[config.mk]
export PLATFORM = sky130hd
export DESIGN_NAME = ram_arbiter_flat
export DESIGN_NICKNAME = d
export VERILOG_FILES = /design/src/rtl/ram_arbiter_if.sv /design/src/rtl/ram_arbiter.sv /design/src/flat_wrapper.sv
export SDC_FILE = /design/constraint.sdc
export NUM_CORES = 1
export LEC_CHECK = 0
export CAP_MARGIN = 20
export CORE_UTILIZATION = 43
export CTS_CLUSTER_SIZE = 40
export DETAILED_ROUTE_END_ITERATION = 16
export GPL_ROUTABILITY_DRIVEN = 0
export HOLD_SLACK_MARGIN = 0.08
export PLACE_DENSITY = 0.84
export SLEW_MARGIN = 25
export SYNTH_ARGS = -nofsm -noshare
export SYNTH_HDL_FRONTEND = slang
export SYNTH_SLANG_ARGS = --single-unit
[constraint.sdc]
create_clock -name clk -period 3.7 [get_ports clk]
set_clock_uncertainty 0.15 [all_clocks]
set_input_delay 0.74 -clock clk [delete_from_list [all_inputs] [get_ports clk]]
set_output_delay 0.74 -clock clk [all_outputs]
set_load 0.02 [all_outputs]
[src/rtl/ram_arbiter_if.sv]
// rtl/ram_arbiter_if.sv - bundle of fetch, load/store and ram-side signals for ram_arbiter
//
// Signals:
//   a_req/a_addr -> a_gnt/a_rvalid/a_rdata                    fetch port (read-only)
//   b_req/b_we/b_addr/b_wdata -> b_gnt/b_rvalid/b_rdata       load/store port
//   ram_addr/ram_wdata/ram_we -> ram, ram_rdata <- ram        single-port ram side
// Modports:
//   slave  : the arbiter
//   master : the environment (core ports plus the ram block)
interface ram_arbiter_if #(
  parameter int ADDR_SZ = 8,
  parameter int DATA_SZ = 8
);
  logic               a_req;
  logic [ADDR_SZ-1:0] a_addr;
  logic               a_gnt;
  logic               a_rvalid;
  logic [DATA_SZ-1:0] a_rdata;

  logic               b_req;
  logic               b_we;
  logic [ADDR_SZ-1:0] b_addr;
  logic [DATA_SZ-1:0] b_wdata;
  logic               b_gnt;
  logic               b_rvalid;
  logic [DATA_SZ-1:0] b_rdata;

  logic [ADDR_SZ-1:0] ram_addr;
  logic [DATA_SZ-1:0] ram_wdata;
  logic               ram_we;
  logic [DATA_SZ-1:0] ram_rdata;

  modport slave (
    input  a_req, a_addr,
    output a_gnt, a_rvalid, a_rdata,
    input  b_req, b_we, b_addr, b_wdata,
    output b_gnt, b_rvalid, b_rdata,
    output ram_addr, ram_wdata, ram_we,
    input  ram_rdata
  );

  modport master (
    output a_req, a_addr,
    input  a_gnt, a_rvalid, a_rdata,
    output b_req, b_we, b_addr, b_wdata,
    input  b_gnt, b_rvalid, b_rdata,
    input  ram_addr, ram_wdata, ram_we,
    output ram_rdata
  );
endinterface

[src/rtl/ram_arbiter.sv]
// rtl/ram_arbiter.sv - shares one single-port ram between a fetch port (A) and a load/store port (B)
//
// Ports:
//   clk  in  system clock, rising edge
//   rst  in  asynchronous reset, active-high
//   bus  ram_arbiter_if.slave
//          A: a_req, a_addr in; a_gnt, a_rvalid, a_rdata out
//          B: b_req, b_we, b_addr, b_wdata in; b_gnt, b_rvalid, b_rdata out
//          ram: ram_addr, ram_wdata, ram_we out; ram_rdata in
// Parameters:
//   ADDR_SZ, DATA_SZ  widths, matching the ram
//   MAX_B_BURST       max consecutive B grants while A waits (1..15)
module ram_arbiter #(
  parameter int ADDR_SZ     = 8,
  parameter int DATA_SZ     = 8,
  parameter int MAX_B_BURST = 4
) (
  input logic          clk,
  input logic          rst,
  ram_arbiter_if.slave bus
);

  localparam logic [3:0] MAX_CNT = 4'(MAX_B_BURST);

  logic [3:0]         burst_cnt;
  logic [ADDR_SZ-1:0] last_addr_q;
  logic               resp_pend_q;
  logic               resp_is_b_q;
  logic               a_rvalid_q;
  logic               b_rvalid_q;
  logic [DATA_SZ-1:0] a_rdata_q;
  logic [DATA_SZ-1:0] b_rdata_q;

  logic               a_gnt_c;
  logic               b_gnt_c;
  logic [ADDR_SZ-1:0] ram_addr_c;

  // Grants are gated by rst so nothing reaches the ram while reset is held,
  // even with requests asserted.
  always_comb begin
    a_gnt_c = 1'b0;
    b_gnt_c = 1'b0;
    if (!rst) begin
      if (bus.b_req && (!bus.a_req || burst_cnt < MAX_CNT)) begin
        b_gnt_c = 1'b1;
      end else if (bus.a_req) begin
        a_gnt_c = 1'b1;
      end
    end
  end

  // With no grant the ram keeps seeing the last granted address.
  always_comb begin
    ram_addr_c = last_addr_q;
    if (a_gnt_c) begin
      ram_addr_c = bus.a_addr;
    end else if (b_gnt_c) begin
      ram_addr_c = bus.b_addr;
    end
  end

  assign bus.a_gnt     = a_gnt_c;
  assign bus.b_gnt     = b_gnt_c;
  assign bus.ram_addr  = ram_addr_c;
  assign bus.ram_we    = b_gnt_c & bus.b_we;
  assign bus.ram_wdata = rst ? '0 : bus.b_wdata;
  assign bus.a_rvalid  = a_rvalid_q;
  assign bus.b_rvalid  = b_rvalid_q;
  assign bus.a_rdata   = a_rdata_q;
  assign bus.b_rdata   = b_rdata_q;

  always_ff @(posedge clk or posedge rst) begin
    if (rst) begin
      burst_cnt   <= '0;
      last_addr_q <= '0;
      resp_pend_q <= 1'b0;
      resp_is_b_q <= 1'b0;
      a_rvalid_q  <= 1'b0;
      b_rvalid_q  <= 1'b0;
      a_rdata_q   <= '0;
      b_rdata_q   <= '0;
    end else begin
      // Count B grants only while A is actually waiting; any A grant or an
      // idle A port restarts the budget.
      if (a_gnt_c || !bus.a_req) begin
        burst_cnt <= '0;
      end else if (b_gnt_c && burst_cnt < MAX_CNT) begin
        burst_cnt <= burst_cnt + 4'd1;
      end

      if (a_gnt_c || b_gnt_c) begin
        last_addr_q <= ram_addr_c;
      end

      // Read grant at this edge: ram data appears after it and is captured
      // at the next edge, which is when the owning port's rvalid rises.
      resp_pend_q <= a_gnt_c || (b_gnt_c && !bus.b_we);
      resp_is_b_q <= b_gnt_c;

      a_rvalid_q <= resp_pend_q && !resp_is_b_q;
      b_rvalid_q <= resp_pend_q && resp_is_b_q;

      if (resp_pend_q && !resp_is_b_q) begin
        a_rdata_q <= bus.ram_rdata;
      end
      if (resp_pend_q && resp_is_b_q) begin
        b_rdata_q <= bus.ram_rdata;
      end
    end
  end

endmodule

[src/flat_wrapper.sv]
// flat-port wrapper written by rule: the top's interface ports become plain ports
module ram_arbiter_flat 
#(
  parameter int ADDR_SZ     = 8,
  parameter int DATA_SZ     = 8,
  parameter int MAX_B_BURST = 4
)
  (clk, rst, bus_a_req, bus_a_addr, bus_a_gnt, bus_a_rvalid, bus_a_rdata, bus_b_req, bus_b_we, bus_b_addr, bus_b_wdata, bus_b_gnt, bus_b_rvalid, bus_b_rdata, bus_ram_addr, bus_ram_wdata, bus_ram_we, bus_ram_rdata);
  ram_arbiter_if #(.ADDR_SZ(ADDR_SZ), .DATA_SZ(DATA_SZ)) bus_i ();
  input logic clk;
  input logic rst;
  input wire logic [$bits(bus_i.a_req)-1:0] bus_a_req;
  input wire logic [$bits(bus_i.a_addr)-1:0] bus_a_addr;
  output wire logic [$bits(bus_i.a_gnt)-1:0] bus_a_gnt;
  output wire logic [$bits(bus_i.a_rvalid)-1:0] bus_a_rvalid;
  output wire logic [$bits(bus_i.a_rdata)-1:0] bus_a_rdata;
  input wire logic [$bits(bus_i.b_req)-1:0] bus_b_req;
  input wire logic [$bits(bus_i.b_we)-1:0] bus_b_we;
  input wire logic [$bits(bus_i.b_addr)-1:0] bus_b_addr;
  input wire logic [$bits(bus_i.b_wdata)-1:0] bus_b_wdata;
  output wire logic [$bits(bus_i.b_gnt)-1:0] bus_b_gnt;
  output wire logic [$bits(bus_i.b_rvalid)-1:0] bus_b_rvalid;
  output wire logic [$bits(bus_i.b_rdata)-1:0] bus_b_rdata;
  output wire logic [$bits(bus_i.ram_addr)-1:0] bus_ram_addr;
  output wire logic [$bits(bus_i.ram_wdata)-1:0] bus_ram_wdata;
  output wire logic [$bits(bus_i.ram_we)-1:0] bus_ram_we;
  input wire logic [$bits(bus_i.ram_rdata)-1:0] bus_ram_rdata;
  assign bus_i.a_req = bus_a_req;
  assign bus_i.a_addr = bus_a_addr;
  assign bus_a_gnt = bus_i.a_gnt;
  assign bus_a_rvalid = bus_i.a_rvalid;
  assign bus_a_rdata = bus_i.a_rdata;
  assign bus_i.b_req = bus_b_req;
  assign bus_i.b_we = bus_b_we;
  assign bus_i.b_addr = bus_b_addr;
  assign bus_i.b_wdata = bus_b_wdata;
  assign bus_b_gnt = bus_i.b_gnt;
  assign bus_b_rvalid = bus_i.b_rvalid;
  assign bus_b_rdata = bus_i.b_rdata;
  assign bus_ram_addr = bus_i.ram_addr;
  assign bus_ram_wdata = bus_i.ram_wdata;
  assign bus_ram_we = bus_i.ram_we;
  assign bus_i.ram_rdata = bus_ram_rdata;
  ram_arbiter #(.ADDR_SZ(ADDR_SZ), .DATA_SZ(DATA_SZ), .MAX_B_BURST(MAX_B_BURST)) u_core (.clk(clk), .rst(rst), .bus(bus_i));
endmodule
==> results_dict.tcl <==
set metrics [dict create \
    hp-class "register to register" \
    cp_cell_sequence "clkdlybuf4s50_1, buf_4, nand2b_1, buf_4, o32a_2, a2bb2oi_1, clkdlybuf4s50_1" \
    drive_above_1_share_pct 19.6 \
    die_area_sq_mm 0.00384 \
    yosys.area.top_type "dfrtp_1" \
    postSynthNetCount 168 \
    slew_viol_final 0 \
    endpoint_kind "primary output" \
    tightestPinTransition_ps 733 \
    worstSetupPathType "input port to primary output" \
    power_density_mw_per_mm2 445 \
    numCtsBuffers 5 \
    fillCellCount 219 \
    antenna_found_initial 0 \
    syn-cell-area_sq_mm 0.00155 \
    critical_path.top_delay_family "buffers and inverters" \
    maxCapViolCount 0 \
    synthDistinctLibCells 24 \
    pin_count 74 \
    crit_buf_inv 4 \
    layout.nets 246 \
    grt-ovfl-total 0 \
    synth.most_common_cell "dfrtp_1" \
    fp.dieH_microns 61.9 \
    required_ps 2810 \
    cts.path.max_buffers 2 \
    synthArstFlopShare_pct 100 \
    syn_to_final_growth_pct 58.1 \
    grt_pass1_vias 1283 \
    critPathMaxStageDelay_ps 630 \
    clk_latency_ps 330 \
    h-tree-depth 2 \
    routed_via_density 5.16 \
    sequentialPowerShare_pct 39.5 \
    num_rows 21 \
    fp.coreArea_sq_mm 0.00339 \
    status "finished, final reports clean" \
    rsz0062_at_grt "false" \
    initial_core_util_pct 45.6 \
    tns_ps 0 \
    synthTopCellsByArea "dfrtp_1, mux2_2, a2bb2oi_1" \
    path_max_fanout 8 \
    dpl.cell_count 247 \
    ff2ff_setup_slack_ps 2060 \
    pwr-share-comb_pct 33.5 \
    cts_sinks 32 \
    cts_tree "done" \
    dp_hpwl_microns 2590 \
    drt_iter0_markers 24 \
    synth_area_per_cell_sq_um 11.9 \
    fin_cells 255 \
    finalCritPeriodShare_pct 97.1 \
    fmax_ghz 0.278 \
    setup_viol 0 \
    p_switching_mw 0.299 \
    postCtsHoldBufs 0 \
    clockPowerShare_pct 27.0 \
    cts-root-buf "clkbuf_4" \
    power.internal_mw 0.789 \
    grt_first_pass_wirelength_microns 5240 \
    wl_per_cell_microns 13.1 \
    antenna_cells 0 \
    synth_cells 130 \
    synth-edff-count 0 \
    grt_max_degree 23 \
    io_buffers 73 \
    synth_common_cells "dfrtp_1, a2bb2oi_1, mux2_2" \
    p_leak_nw 1.06 \
    via_count 1316 \
    drt_wl_total_microns 3340 \
    grtUsageTotal_pct 18.5 \
    crit_arrival_ps 2700 \
    yosysSeqAreaShare_pct 51.8 \
    ys_seq_elements 32 \
    drc_errors 0 \
    hold_ws_ps 360 \
    ys_warn_count 0 \
    dr.pass1.iters 4 \
    switching_share_pct 27.5 \
    crit_path_top_delay_cell "clkdlybuf4s50_1" \
    yosysTopAreaCellShare_pct 51.8 \
    slew_headroom_pct 51.1 \
    ir_worst_vdd_uv 234 \
    final_core_util_pct 72.1 \
    clk_transition_reported_paths_ps 90 \
    finalCriticalPeriod_ps 3590 \
    antenna_left 0 \
    cp-start-kind "input port" \
    hold_violations 0 \
    die_w_microns 61.9 \
    synth_ff_type "dfrtp_1" \
]
-- cell usage in the layout (no fill, tap or decap), types with 2 or more instances in the layout --
master            n
a21boi_0          2
a2bb2oi_1        16
and2_1            2
buf_12            2
buf_4             6
clkbuf_4          5
clkbuf_8          2
clkdlybuf4s50_1  73
dfrtp_1          32
inv_1            11
mux2_2           16
nand2_1           4
nand2b_1          2
nand3_1           2
nor2b_1           8
o21ai_0           8
o31ai_1           2
o32a_2            8
-- final cells by class --
class | count | area (sq um) | share of cell area, %
Timing Repair Buffer | 81 | 816 | 33.4
Sequential cell | 32 | 801 | 32.8
Clock inverter | 1 | 30.0 | 1.23
Tap cell | 46 | 57.6 | 2.36
Multi-Input combinational cell | 77 | 633 | 25.9
Inverter | 11 | 41.3 | 1.69
Clock buffer | 7 | 65.1 | 2.66
-- metal layers --
layer	share of wire (%)	track usage (%)
met3	7.8	6.42
met5	0	0
met4	0.36	5.40
met1	41	19.9
met2	50	34.0
-- through the flow --
step	worst slack, ps	total power [mW]	cell area (sq um)
2_1_floorplan	1010	0.617	1550
3_3_place_gp	122	0.795	2350
3_5_place_dp	14.6	0.805	2350
4_1_cts	2.36	1.10	2440
5_1_grt	36.9	1.15	2440
6_report	108	1.09	2440
-- flip-flops by register name (all words and copies together), names as in the netlist --
register	cells
u_core.bus.b_rvalid	1
u_core.bus.b_rdata	8
u_core.burst_cnt	4
u_core.resp_is_b_q	1
u_core.bus.a_rvalid	1
u_core.bus.a_rdata	8
u_core.last_addr_q	8
u_core.resp_pend_q	1
-- path summary, 6_finish.rpt --
kind                                                   start                                 to  cells after the start
setup / recovery                                         rst                    bus_ram_addr[0]                      7
hold / removal             u_core.bus.b_rdata[1]$_DFFE_PP0P_  u_core.bus.b_rdata[1]$_DFFE_PP0P_                      1
setup reg to reg                u_core.resp_is_b_q$_DFF_PP0_  u_core.bus.a_rdata[2]$_DFFE_PP0P_                      2
hold reg to reg            u_core.bus.b_rdata[1]$_DFFE_PP0P_  u_core.bus.b_rdata[1]$_DFFE_PP0P_                      1
min in group asynchronous                                rst    u_core.burst_cnt[1]$_DFFE_PP0P_                      3
max in group asynchronous                                rst      u_core.bus.a_rvalid$_DFF_PP0_                      4
-- power groups by stage --
stage               registers, mW  logic [mW]  clock network [mW]
finish                      0.430       0.365               0.294
global route                0.438       0.393               0.320
floorplan                   0.489       0.129                   0
detailed placement          0.438       0.367                   0
CTS                         0.430       0.369               0.300
global placement            0.435       0.360                   0
-- worst reg2reg max path, stage by stage (launching register included) --
cell,delay (ps)
dfrtp_1,390
nor2b_1,580
mux2_2,410
-- cell families after synthesis --
logic type / share of synthesized area [%]
AO/OA/AOI/OAI: 19.9
flip-flops: 51.8
AND/OR/NAND/NOR: 8.50
buffers and inverters: 7.29
multiplexers: 11.7
adder cells (fa/ha/maj): 0.810
-- repair_timing --
| item | 4_1_cts | 5_1_grt |
|---|---|---|
| setup buffers | 0 | 0 |
| endpoints found under the setup margin | 0 | 8 |
| endpoints found under the hold margin | 0 | 0 |
| gates resized for setup | 0 | 1 |
(Power assumes the default switching activity.)
